### config.mk
export PLATFORM = sky130hd
export DESIGN_NAME = sync_pulse_gen
export DESIGN_NICKNAME = d
export VERILOG_FILES = /design/src/rtl/sync_pulse_gen.sv
export SDC_FILE = /design/constraint.sdc
export NUM_CORES = 1
export LEC_CHECK = 0
export CORE_MARGIN = 4
export CORE_UTILIZATION = 54
export DETAILED_ROUTE_END_ITERATION = 16
export DONT_BUFFER_PORTS = 1
export PLACE_DENSITY_LB_ADDON = 0.25
export SYNTH_ARGS = -nofsm -noshare
export SYNTH_HDL_FRONTEND = slang
export SYNTH_SLANG_ARGS = --single-unit
### constraint.sdc
create_clock -name clk -period 6.2 [get_ports clk]
set_input_delay 0.62 -clock clk [delete_from_list [all_inputs] [get_ports clk]]
set_output_delay 0.62 -clock clk [all_outputs]
set_load 0.01 [all_outputs]
### src/rtl/sync_pulse_gen.sv
// Trigger-to-pulse generator: delayed, fixed-width registered level (e.g. HSYNC/VSYNC).
// Latency: busy_o rises one cycle after trig and pulse_o follows DELAY cycles later; no backpressure, and early triggers are flagged or restart the sequence.
module sync_pulse_gen #(
   parameter int CNT_W       = 10,
   parameter int DELAY       = 16,
   parameter int WIDTH       = 96,
   parameter bit ACTIVE_HIGH = 1'b0,
   parameter bit RETRIG      = 1'b0
) (
   input  logic clk,
   input  logic rst_n,
   input  logic en,
   input  logic trig,
   output logic pulse_o,
   output logic busy_o,
   output logic done_o,
   output logic overrun_o
);

   typedef enum logic [1:0] {S_IDLE, S_DELAY, S_ACTIVE} state_t;

   localparam logic [CNT_W-1:0] DLY_LD   = CNT_W'((DELAY > 0) ? DELAY - 1 : 0);
   localparam logic [CNT_W-1:0] WID_LD   = CNT_W'((WIDTH > 0) ? WIDTH - 1 : 0);
   localparam logic             PULSE_ON = ACTIVE_HIGH;

   state_t           state, state_nx;
   logic [CNT_W-1:0] count, count_nx;
   logic             busy, done_nx, ovr_nx;

   always_comb begin
      state_nx = state;
      count_nx = count;
      done_nx  = 1'b0;
      ovr_nx   = 1'b0;
      busy     = (state != S_IDLE);
      if (!en) begin
         state_nx = S_IDLE;
         count_nx = '0;
      end else if (trig && (!busy || RETRIG)) begin
         // Fresh start from IDLE, or a restart when retriggering is allowed.
         ovr_nx = busy;
         if (DELAY > 0) begin
            state_nx = S_DELAY;
            count_nx = DLY_LD;
         end else begin
            state_nx = S_ACTIVE;
            count_nx = WID_LD;
         end
      end else begin
         ovr_nx = trig && busy;
         case (state)
            S_DELAY: begin
               if (count == '0) begin
                  state_nx = S_ACTIVE;
                  count_nx = WID_LD;
               end else begin
                  count_nx = count - 1'b1;
               end
            end
            S_ACTIVE: begin
               if (count == '0) begin
                  state_nx = S_IDLE;
                  done_nx  = 1'b1;
               end else begin
                  count_nx = count - 1'b1;
               end
            end
            default: ;
         endcase
      end
   end

   // Outputs are flops loaded from the next state so the pad sees no glitches.
   always_ff @(posedge clk or negedge rst_n) begin
      if (!rst_n) begin
         state     <= S_IDLE;
         count     <= '0;
         pulse_o   <= ~PULSE_ON;
         busy_o    <= 1'b0;
         done_o    <= 1'b0;
         overrun_o <= 1'b0;
      end else begin
         state     <= state_nx;
         count     <= count_nx;
         pulse_o   <= (state_nx == S_ACTIVE) ? PULSE_ON : ~PULSE_ON;
         busy_o    <= (state_nx != S_IDLE);
         done_o    <= done_nx;
         overrun_o <= ovr_nx;
      end
   end

endmodule

==> metrics.md <==
| Metric | Value |
|---|---|
| Number of synthesized flops with an enable pin | 0 |
| GR Layer Usage met3 | 2.67% |
| DR iter-0 viols | 29 |
| #FFs+latches synth | 16 |
| Lkg Pwr | 0.473 nW |
| P per Cell Area | 317 nW/um2 |
| Fillers | 144 |
| Mapped Area | between 900 and 1000 um2 |
| Worst VDD drop | 0.000182 V |
| Drt wl/cell | between 10 and 15 um |
| Global-route wire length before repair | between 3000 and 4000 um |
| Cell area after layout | about 1000 um2 |
| Post-Route Utilization | 59.3% |
| Clock transition at path regs | approximately 0.10 ns |
| Via count | between 700 and 800 |
| Worst-margin pin slew | 0.530 ns |
| Fraction of the yosys area taken by sequential cells | 41.6% |
| Top_reg_cell synth | dfrtp_1 |
| Multi-input gate area | ~500 um2 |
| Overflow after GRT | 0 |
| WS Path Type | register to register |
| Detail Route Antenna Nets | 0 |
| Max clock buf depth | 2 |
| Routed wire length | 1850 um |
| Status | finished clean |
| Remaining routing DRC violations | 0 |
| Mean Syn Cell Area | 9.37 um2 |
| RSZ-0062 raised after global routing | no |
| CTS Buf Count | 3 |
| Ports | 8 |
| GP Congestion | 0.846 |
| Met1 GRT Util | 23.0% |
| Total iterations of the first detailed-routing run | 4 |
| Die area | 2530 um2 |
| Worst path required time | 6.38 ns |
| Setup violators final | 0 |
| Starting density of the core | 56.5% |
| Final nets | between 100 and 150 |
| Number of port buffers | 0 |
| Sequential cell area | about 400 um2 |
| Hpwl dp | between 1000 and 1500 um |
| Hold Violations, Final | 0 |
| CP max FO | 6 |
| Vias per Instance | between 5 and 6 |
| Worst EP arrival | ~2.5 ns |
| Grt met2 use | 24.8% |
| Pins over their slew limit | 0 |
| Share of cells above drive strength 1 | about a tenth |
| H-tree Lvls | 1 |
| Fmax | 441 MHz |
| Crit. End Element | register |
| Vias in the first global route | roughly 700 |
| Initial antenna violation count | 0 |
| DIE HEIGHT | 50.3 um |
| Layout overhead on the synthesized area | 5.06% |
| Root Buffer | clkbuf_4 |
| Area of placed instances | about 970 um2 |
| Fin Setup TNS | 0 ns |
| GR peak layer | met2 |
| Cells after Synth | 103 |
| Pre-CTS setup slack | 3.96 ns |
| CTS tree | built |
| # clock sinks | 16 |
| Startpoint type of the worst setup path | register |
| Antenna diodes | 0 |
| Clk_skew | roughly 0.0015 ns |
| Crit share post-route | 36.5% |
| Total track usage | ~16% |
| Most common cell after layout, fill and taps aside | dfrtp_1 |
| Largest net degree at the start of global routing | 17 |
| Hold Path Class | input pin to async pin |
| Die extent in x | 50.3 um |
| Slew headroom | 64.3% |
| Post-CTS setup buffers | 0 |
| Slack of the critical path | 3.93 ns |
| Asr flop ratio synth | 100% |
| Maxcap violations | 0 |
| Count of cell types in the netlist | 37 |
| Rows | 15 |
| Most frequent cells in the layout | dfrtp_1, nor2_1, inv_1 |
| Synthesized Nets | 112 |
| Minimum clock period | 2.27 ns |
| Placeable Area | 1710 um2 |
| YS warnings | 0 |
| Clock Latency Late Sink | 0.28 ns |
==> state kept, by name (all words and copies together), names as in the netlist <==
| name | count |
|---|---|
| overrun_o | 1 |
| count | 10 |
| done_o | 1 |
| busy_o | 1 |
| state | 2 |
| pulse_o | 1 |
==> what timing repair did <==
action                                 CTS  global route
gates resized for setup                  0             0
endpoints found under the hold margin    0             7
hold buffers                             0             1
setup endpoints to repair                0             0
==> final timing paths <==
| check | from | end | slack [ns] | cells after the start |
|---|---|---|---|---|
| worst max-delay path | count[0] | count[2] | 3.93 | 6 |
| worst min-delay path | rst_n | count[6] | 0.01 | 0 |
| worst max register to register | count[0] | count[2] | 3.93 | 6 |
| worst min register to register | count[7] | count[7] | 0.57 | 2 |
| max in group asynchronous | rst_n | state[1] | 5.30 | 1 |
| min in group clk | en | overrun_o | 0.43 | 2 |
==> synthesized netlist by cell type (2+ instances only) <==
| library cell | instances | area [um2] |
|---|---|---|
| nand3_1 | 2 | 10.0 |
| a21oi_1 | 5 | 25.0 |
| ha_1 | 5 | 62.6 |
| clkbuf_1 | 2 | 7.51 |
| o2bb2ai_1 | 2 | 17.5 |
| mux2i_1 | 2 | 20.0 |
| o311a_1 | 2 | 20.0 |
| a31oi_1 | 3 | 18.8 |
| nor4_1 | 3 | 18.8 |
| nor3_1 | 4 | 20.0 |
| or3_1 | 2 | 12.5 |
| inv_1 | 7 | 26.3 |
| nand2_1 | 6 | 22.5 |
| o21ai_0 | 3 | 15.0 |
| or4_1 | 2 | 15.0 |
| nand4b_1 | 2 | 17.5 |
| o221a_2 | 2 | 22.5 |
| nor2_1 | 14 | 52.6 |
| and3_1 | 2 | 12.5 |
| buf_2 | 2 | 10.0 |
| dfrtp_1 | 15 | 375 |
==> kinds of logic (layout without fill, tap and decap cells) <==
logic type / after synthesis / in the layout / share of synthesized area, %
adder cells (fa/ha/maj): 5 / 5 / 6.49
flip-flops: 16 / 16 / 41.6
AND/OR/NAND/NOR: 42 / 42 / 23.2
buffers and inverters: 12 / 12 / 5.71
multiplexers: 2 / 2 / 2.08
AO/OA/AOI/OAI: 26 / 26 / 20.9
==> worst max-delay path, cell delays in order (launching register included) <==
cell and delay [ns]:
dfrtp_1 0.43, inv_1 0.11, ha_1 0.16, or4b_1 0.56, o41a_1 0.44, or3_1 0.33, o311a_1 0.12
==> layer usage <==
metal  vias to the layer above  share of wire, %
met3                         4               4.2
met2                        20                45
met5                         -                 0
met4                         0               1.1
met1                       351                50
li1                        383                 -
==> per-stage QoR <==
step / total power (W) / hold slack, ns / cells
final: 0.000322 / 0.0145 / 128
after global routing: 0.000346 / 0.00545 / 128
after floorplan: 0.000235 / 0.324 / 103
after detailed placement: 0.000251 / 0.325 / 123
after global placement: 0.000248 / 0.325 / 123
after CTS: 0.000320 / 0.0125 / 127
==> power by group <==
part           leakage (nW)  internal (W)  switching [W]  total [W]
clock                0.0210     0.0000357      0.0000343  0.0000701
sequential            0.211      0.000118      0.0000205   0.000139
combinational         0.241     0.0000456      0.0000672   0.000113
==> final cells by class <==
cell class,count,area share (%)
Multi-Input combinational cell,75,50.1
Sequential cell,16,39.6
Clock buffer,4,3.58
Tap cell,25,3.09
Inverter,7,2.59
Timing Repair Buffer,1,0.988
Note: power is estimated with default switching activity, not from simulation.
